==> config.mk <==
export PLATFORM = sky130hd
export DESIGN_NAME = mcu_timer
export DESIGN_NICKNAME = d
export VERILOG_FILES = /design/src/rtl/mcu_timer.sv
export SDC_FILE = /design/constraint.sdc
export NUM_CORES = 1
export LEC_CHECK = 0
export CORE_ASPECT_RATIO = 1.1
export CORE_UTILIZATION = 49
export CTS_CLUSTER_SIZE = 40
export DETAILED_ROUTE_END_ITERATION = 6
export PLACE_DENSITY = 0.73
export SLEW_MARGIN = 20
export SYNTH_ARGS = -nofsm -noshare
export SYNTH_HDL_FRONTEND = slang
export SYNTH_SLANG_ARGS = --single-unit
export TNS_END_PERCENT = 10
==> constraint.sdc <==
create_clock -name clk -period 3.05 [get_ports clk]
set_input_delay 0.61 -clock clk [delete_from_list [all_inputs] [get_ports clk]]
set_output_delay 0.61 -clock clk [all_outputs]
set_load 0.005 [all_outputs]
==> src/rtl/mcu_timer.sv <==
// ============================================================================
// Module   : mcu_timer
// Purpose  : Bus-mapped 32-bit timer with prescaler, compare match and irq.
// Revision : 1.0
// ============================================================================
`default_nettype none

module mcu_timer #(
  parameter logic [31:0] RESET_COMPARE = 32'hFFFF_FFFF
) (
  input  logic        clk,
  input  logic        rst,
  input  logic [7:0]  addr,
  input  logic        rd,
  input  logic        wr,
  input  logic [31:0] wdata,
  output logic [31:0] rdata,
  output logic        irq
);

  localparam logic [5:0] c_IDX_CTRL     = 6'd0;
  localparam logic [5:0] c_IDX_PRESCALE = 6'd1;
  localparam logic [5:0] c_IDX_COUNT    = 6'd2;
  localparam logic [5:0] c_IDX_COMPARE  = 6'd3;
  localparam logic [5:0] c_IDX_STATUS   = 6'd4;

  logic        r_en;
  logic        r_reload;
  logic        r_ie;
  logic [15:0] r_prescale;
  logic [15:0] r_pcnt;
  logic [31:0] r_count;
  logic [31:0] r_compare;
  logic        r_match;

  logic [5:0]  w_idx;
  logic        w_wr_ctrl;
  logic        w_wr_pre;
  logic        w_wr_count;
  logic        w_wr_cmp;
  logic        w_wr_status;
  logic        w_tick;
  logic        w_hit;
  logic        w_rd_unused;

  assign w_idx       = addr[7:2];
  assign w_wr_ctrl   = wr && (w_idx == c_IDX_CTRL);
  assign w_wr_pre    = wr && (w_idx == c_IDX_PRESCALE);
  assign w_wr_count  = wr && (w_idx == c_IDX_COUNT);
  assign w_wr_cmp    = wr && (w_idx == c_IDX_COMPARE);
  assign w_wr_status = wr && (w_idx == c_IDX_STATUS);
  assign w_rd_unused = rd;

  assign w_tick = r_en && (r_pcnt == r_prescale);
  // A COUNT write in a tick cycle suppresses the match evaluation entirely.
  assign w_hit  = w_tick && !w_wr_count && (r_count == r_compare);

  always_ff @(posedge clk or posedge rst) begin
    if (rst) begin
      r_en       <= 1'b0;
      r_reload   <= 1'b0;
      r_ie       <= 1'b0;
      r_prescale <= 16'd0;
      r_compare  <= RESET_COMPARE;
    end else begin
      if (w_wr_ctrl) begin
        r_en     <= wdata[0];
        r_reload <= wdata[1];
        r_ie     <= wdata[2];
      end
      if (w_wr_pre) begin
        r_prescale <= wdata[15:0];
      end
      if (w_wr_cmp) begin
        r_compare <= wdata;
      end
    end
  end

  always_ff @(posedge clk or posedge rst) begin
    if (rst) begin
      r_pcnt <= 16'd0;
    end else if (w_wr_ctrl || w_wr_pre || !r_en || w_tick) begin
      r_pcnt <= 16'd0;
    end else begin
      r_pcnt <= r_pcnt + 16'd1;
    end
  end

  always_ff @(posedge clk or posedge rst) begin
    if (rst) begin
      r_count <= 32'd0;
    end else if (w_wr_count) begin
      r_count <= wdata;
    end else if (w_tick) begin
      r_count <= (w_hit && r_reload) ? 32'd0 : r_count + 32'd1;
    end
  end

  // Setting the flag takes priority over a same-cycle W1C.
  always_ff @(posedge clk or posedge rst) begin
    if (rst) begin
      r_match <= 1'b0;
    end else if (w_hit) begin
      r_match <= 1'b1;
    end else if (w_wr_status && wdata[0]) begin
      r_match <= 1'b0;
    end
  end

  always_comb begin
    rdata = 32'd0;
    case (w_idx)
      c_IDX_CTRL:     rdata = {29'd0, r_ie, r_reload, r_en};
      c_IDX_PRESCALE: rdata = {16'd0, r_prescale};
      c_IDX_COUNT:    rdata = r_count;
      c_IDX_COMPARE:  rdata = r_compare;
      c_IDX_STATUS:   rdata = {31'd0, r_match};
      default:        rdata = 32'd0;
    endcase
  end

  assign irq = r_match & r_ie;

endmodule

`default_nettype wire

Word level (Yosys, flattened, before mapping)

Cells that the tools add are included.

$add $sub $neg: 2
Equal/unequal tests: 6
Muxes and demuxes: 7
Bitwise gates (word level): 1
Reductions and logical operators: 18

Operator list:

| cell                                                                   | number |
|---|---|
| 32-bit case mux with 5 select lines                                    | 1 |
| 32-bit 2-to-1 mux                                                      | 3 |
| 32-bit by 1-bit adder with 32-bit output (second input constant)       | 1 |
| 32-bit equality test                                                   | 1 |
| 16-bit by 1-bit adder with 16-bit output (second input constant)       | 1 |
| 16-bit equality test                                                   | 1 |
| 16-bit 2-to-1 mux                                                      | 1 |
| 6-bit by 2-bit equality test with 1-bit output (second input constant) | 2 |
| 1-bit logical AND                                                      | 10 |
| 6-bit by 1-bit equality test with 1-bit output (second input constant) | 1 |
| 6-bit by 3-bit equality test with 1-bit output (second input constant) | 1 |
| 6-bit logical NOT                                                      | 1 |
| 2-bit nonzero test                                                     | 2 |
| 1-bit logical OR                                                       | 3 |
| 1-bit logical NOT                                                      | 2 |
| 1-bit 2-to-1 mux                                                       | 2 |
| 1-bit AND                                                              | 1 |

Flip-flop bits (word level): 100
Output and inout port bits: 33

Longest topological paths before layout

Depth after elaboration: 9
Mapped depth: 9

Least setup slack after synthesis

No wires, ideal clock.

Path type: input to output
Start point: in addr[7]
End point: out rdata[3]
Arrival: 1.835 ns
Setup slack: 0.605 ns
Stages on the path: 7
Path buffers: 2
Cell sequence: nor3_1 and2_1 clkbuf_1 clkbuf_1 a22o_1 nand2_1 o31ai_1

Longest elaborated chain between the ends: 2
Elaborated cells between the ends (all ways): 6
Classes of those cells: 4 x eq/ne; 1 x mux; 1 x reduce/logical

RTL lines:

| what                                                                   | RTL line | source |
|---|---|---|
| from (decl)                                                            | 13       | `input logic [7:0] addr,` |
| 6-bit by 3-bit equality test with 1-bit output (tied with other cells) | 113      | `case (w_idx)` |
| 32-bit case mux with 5 select lines (*)                                | 113      |  |
| to (decl)                                                              | 17       | `output logic [31:0] rdata,` |

Mark *: on every way between the ends. The rest lies on a longest branch, timed or not.

Worst setup path in the final report

Start point: in addr[3]
End point: out rdata[14]

Same word-level chain as after synthesis.

==> impl_metrics.json <==
{
  "period_utilization_post_route": 0.9793,
  "worst_setup_hold_path_clk_slew_ns": 0.06,
  "max_slew.worst_pin.slew_ns": 0.7291,
  "rsz_0062_raised_after_global_routing": "false",
  "place.port_buffers": 73,
  "power.static_leakage_nw": 2.974,
  "ys_async_sr_fraction": 1.000,
  "drt_drc_violations_left": 0,
  "area_delta_synth_final_pct": 22.09,
  "regToRegEndpoint": "r_count[6]$_DFFE_PP0P_",
  "outcome": "finished, final reports clean",
  "detail_route.wl_per_cell_um": 19.33,
  "timing_worst_setup_path_type": "in2out",
  "crit-reg2reg-launch": "r_count[12]$_DFFE_PP0P_",
  "floorplan.io_pins": 77,
  "peakVddDrop_mv": 0.3463,
  "pwr-share-comb": 0.197,
  "fraction_of_layout_cells_with_a_size_suffix_above_1": 0.1953,
  "synth_top_cells_by_area": "sky130_fd_sc_hd__dfrtp_1 28%, sky130_fd_sc_hd__dfstp_2 14%, sky130_fd_sc_hd__mux2_2 9.4%, sky130_fd_sc_hd__xnor2_1 8.0%, sky130_fd_sc_hd__nor2_1 4.1%",
  "timing.final.hold_violations": 0,
  "pin_count_of_the_biggest_net_entering_global_routing": 72,
  "netSwitchingPower_mw": 1.063,
  "timing.critical_path.to": "rdata[14]",
  "critPathLaunch": "addr[3]",
  "power.switching_fraction": 0.2963,
  "diodes": 0,
  "netlist.area_leader.share": 0.2793,
  "arrival_ns": 2.38,
  "netlist.top_cell.by_area": "sky130_fd_sc_hd__dfrtp_1",
  "finalWirelength_mm": 17.03,
  "postSynth.topFlopCell": "sky130_fd_sc_hd__dfrtp_1",
  "final_net_count": 769,
  "grt_usage": 0.2809,
  "grt_antenna_before_repair": 0,
  "chipHeight_um": 119.0,
  "syn_inst": 645,
  "highest_layer": "met4",
  "max-slew-margin-rel": 0.5129,
  "finalWorstPathRequiredPeriod_ns": 2.987,
  "root_buffer_cell": "sky130_fd_sc_hd__clkbuf_16",
  "post_synth.cell_area_avg_um2": 9.447,
  "clkLatencyLatePin_ns": 0.35,
  "post_synth_num_cell_types": 44,
  "finish.utilization": 0.6155,
  "worst-r2r-setup-slack_ns": 0.43,
  "cp-end-kind": "primary output",
  "worst_ep_required_time_ns": 2.44,
  "cts.hold.buffers_added": 0,
  "floorplan.initialDensity": 0.5041,
  "drt-initial-drc-count": 313,
  "grt.overflow.total": 0,
  "place_congestion": 0.9143,
  "share_seq_of_total_power": 0.491,
  "route.vias.total": 5260,
  "synth_fp_nets": 691,
  "post-layout-total-power_mw": 3.586,
  "std_cell_rows": 42,
  "cts-root-to-sink-buffers": 2,
  "area_of_the_mapped_netlist_mm2": 0.006093,
  "die_width_um": 108.3,
  "hold_class": "reg2reg",
  "first_pass_iters": 5,
  "setup-violations-final": 0,
  "tritoncts": "done",
  "dp.cells": 862,
  "finish.cell_count_without_fillers": 881,
  "maxCapViolations": 0,
  "seq_area_frac_synth": 0.4172,
  "synth-edff-count": 0,
  "ant_nets": 0,
  "place_hpwl_mm": 12.71,
  "internal_power_mw": 2.523,
  "routedLengthMet1_mm": 7.140,
  "design.core.area_mm2": 0.01209,
  "cts_made_buffers": 9,
  "die_outline_area_mm2": 0.01289,
  "cp_max_fo": 14,
  "finalClockSkew_ns": 0.008858,
  "worstRegToRegCells": 7,
  "power_per_cell_area_mw_per_mm2": 482.0,
  "share_clk_of_total_power": 0.311,
  "vias_per_cell": 5.970,
  "met2_length_mm": 8.377,
  "total_of_flip_flops_plus_latches_after_synthesis": 100,
  "number_of_global_route_vias_before_repair": 5244,
  "htree_num_levels": 3,
  "cts_sinks": 100,
  "setup_total_negative_slack_ns": 0,
  "synth.yosys.warnings": 0,
  "max_freq_mhz": 334.8,
  "detailroute.wirelength.met3_um": 858,
  "slew_viol_final": 0,
  "global_route_wire_length_before_repair_mm": 27.57,
  "crit_path_start_kind": "input pin"
}
==> per-stage QoR <==
stage | hold slack [ns] | setup WS [ns] | area [um2]
final | 0.5296 | 0.06299 | 7440
after floorplan | 0.4869 | 0.6048 | 6097
after CTS | 0.5343 | -0.06436 | 7393
after global placement | 0.5079 | -0.2225 | 7122
after global routing | 0.5504 | 0.001171 | 7440
after detailed placement | 0.5196 | -0.2161 | 7122
==> layout by cell type, fill, tap and decap left out, drive strengths merged, types with 3 or more instances in the layout <==
master / count
and3: 15
nor3: 12
o211ai: 20
xnor2: 56
a31oi: 9
nand4: 28
a21o: 4
o22ai: 3
a22o: 23
dlymetal6s2s: 4
dfrtp: 68
nand3: 35
mux2i: 22
o21ai: 7
a221o: 5
dlygate4sd2: 11
o31ai: 4
mux2: 51
buf: 36
xor2: 6
clkbuf: 12
nor2: 66
dfstp: 32
inv: 26
nand2b: 3
nor4: 7
clkdlybuf4s50: 57
and4: 3
a32oi: 5
nand2: 50
and2: 4
a21oi: 21
==> worst max-delay path: stages <==
cell and delay [ns]:
sky130_fd_sc_hd__clkdlybuf4s50_1 0.43, sky130_fd_sc_hd__nor2b_1 0.15, sky130_fd_sc_hd__and2_1 0.18, sky130_fd_sc_hd__buf_12 0.15
sky130_fd_sc_hd__a22o_1 0.23, sky130_fd_sc_hd__a22o_1 0.18, sky130_fd_sc_hd__clkdlybuf4s50_1 0.44
==> registers in the layout, indices dropped and copies added, names as in the netlist <==
| register | count |
|---|---|
| r_ie | 1 |
| r_prescale | 16 |
| r_reload | 1 |
| r_count | 32 |
| r_match | 1 |
| r_en | 1 |
| r_pcnt | 16 |
| r_compare | 32 |
==> power groups by stage <==
stage               Combinational [mW]  Sequential, mW  Clock (mW)
global placement                 0.692            1.77           0
CTS                              0.708            1.76        1.13
finish                           0.708            1.76        1.12
global route                     0.780            1.79        1.18
floorplan                        0.507            1.69           0
detailed placement               0.703            1.78           0
==> logic make-up (layout without fill, tap and decap cells) <==
logic type                 after synthesis  after routing  share of synthesized area
AOI/OAI and AO/OA                      106            106                     0.1259
xor gates and xnor gates                62             62                    0.08912
adders and majority gates                2              2                   0.004106
buffers and inverters                   68            150                    0.04497
DFF                                    100            100                     0.4172
muxes                                   73             73                     0.1304
and+or+nand+nor                        234            234                     0.1883
==> layout make-up <==
class                           instances  area (um2)
Timing Repair Buffer                  108        1023
Clock inverter                          3       40.04
Tap cell                              154       192.7
Fill cell                            1032        4647
Inverter                               27       105.1
Clock buffer                           12       236.5
Sequential cell                       100        2542
Multi-Input combinational cell        477        3299
==> metal layers <==
layer / GRT usage / vias to the layer above
li1: - / 2471
met1: 0.3662 / 2565
met2: 0.4566 / 179
met3: 0.03722 / 45
met4: 0.1385 / 0
met5: 0 / -
==> cells in the mapped netlist, types with 2 or more instances <==
cell                       count
sky130_fd_sc_hd__dfrtp_1      68
sky130_fd_sc_hd__nor2_1       66
sky130_fd_sc_hd__xnor2_1      56
sky130_fd_sc_hd__mux2_2       51
sky130_fd_sc_hd__nand2_1      50
sky130_fd_sc_hd__nand3_1      35
sky130_fd_sc_hd__dfstp_2      32
sky130_fd_sc_hd__inv_1        27
sky130_fd_sc_hd__nand4_1      27
sky130_fd_sc_hd__clkbuf_1     25
sky130_fd_sc_hd__a22o_1       23
sky130_fd_sc_hd__mux2i_1      22
sky130_fd_sc_hd__a21oi_1      21
sky130_fd_sc_hd__o211ai_1     20
sky130_fd_sc_hd__and3_1       15
sky130_fd_sc_hd__buf_2        15
sky130_fd_sc_hd__nor3_1       10
sky130_fd_sc_hd__a31oi_1       9
sky130_fd_sc_hd__nor4_1        7
sky130_fd_sc_hd__o21ai_0       7
sky130_fd_sc_hd__xor2_1        6
sky130_fd_sc_hd__a221o_1       5
sky130_fd_sc_hd__a32oi_1       5
sky130_fd_sc_hd__a21o_1        4
sky130_fd_sc_hd__and2_1        4
sky130_fd_sc_hd__o31ai_1       4
sky130_fd_sc_hd__and4_1        3
sky130_fd_sc_hd__nand2b_1      3
sky130_fd_sc_hd__o22ai_1       3
sky130_fd_sc_hd__ha_1          2
sky130_fd_sc_hd__nand4b_1      2
sky130_fd_sc_hd__nor2b_1       2
sky130_fd_sc_hd__nor3_2        2
sky130_fd_sc_hd__or2_2         2
sky130_fd_sc_hd__or3_1         2
sky130_fd_sc_hd__or4_1         2
==> timing repair <==
item                                    4_1_cts  5_1_grt
resized for setup                            13        6
gates cloned                                  0        1
pin swaps                                     1        2
setup buffers                                 0        3
endpoints found under the setup margin       24        5
==> how the worst min path moves through the flow <==
| stage | start | to | slack (ns) | cells after the start |
|---|---|---|---|---|
| after floorplan | r_match$_DFFE_PP0P_ | r_match$_DFFE_PP0P_ | 0.49 | 2 |
| after global placement | r_ie$_DFFE_PP0P_ | r_ie$_DFFE_PP0P_ | 0.51 | 1 |
| after global routing | r_ie$_DFFE_PP0P_ | r_ie$_DFFE_PP0P_ | 0.55 | 1 |
| final | r_ie$_DFFE_PP0P_ | r_ie$_DFFE_PP0P_ | 0.53 | 1 |
| after detailed placement | r_ie$_DFFE_PP0P_ | r_ie$_DFFE_PP0P_ | 0.52 | 1 |
| after CTS | r_ie$_DFFE_PP0P_ | r_ie$_DFFE_PP0P_ | 0.53 | 1 |
(Power assumes the default switching activity.)
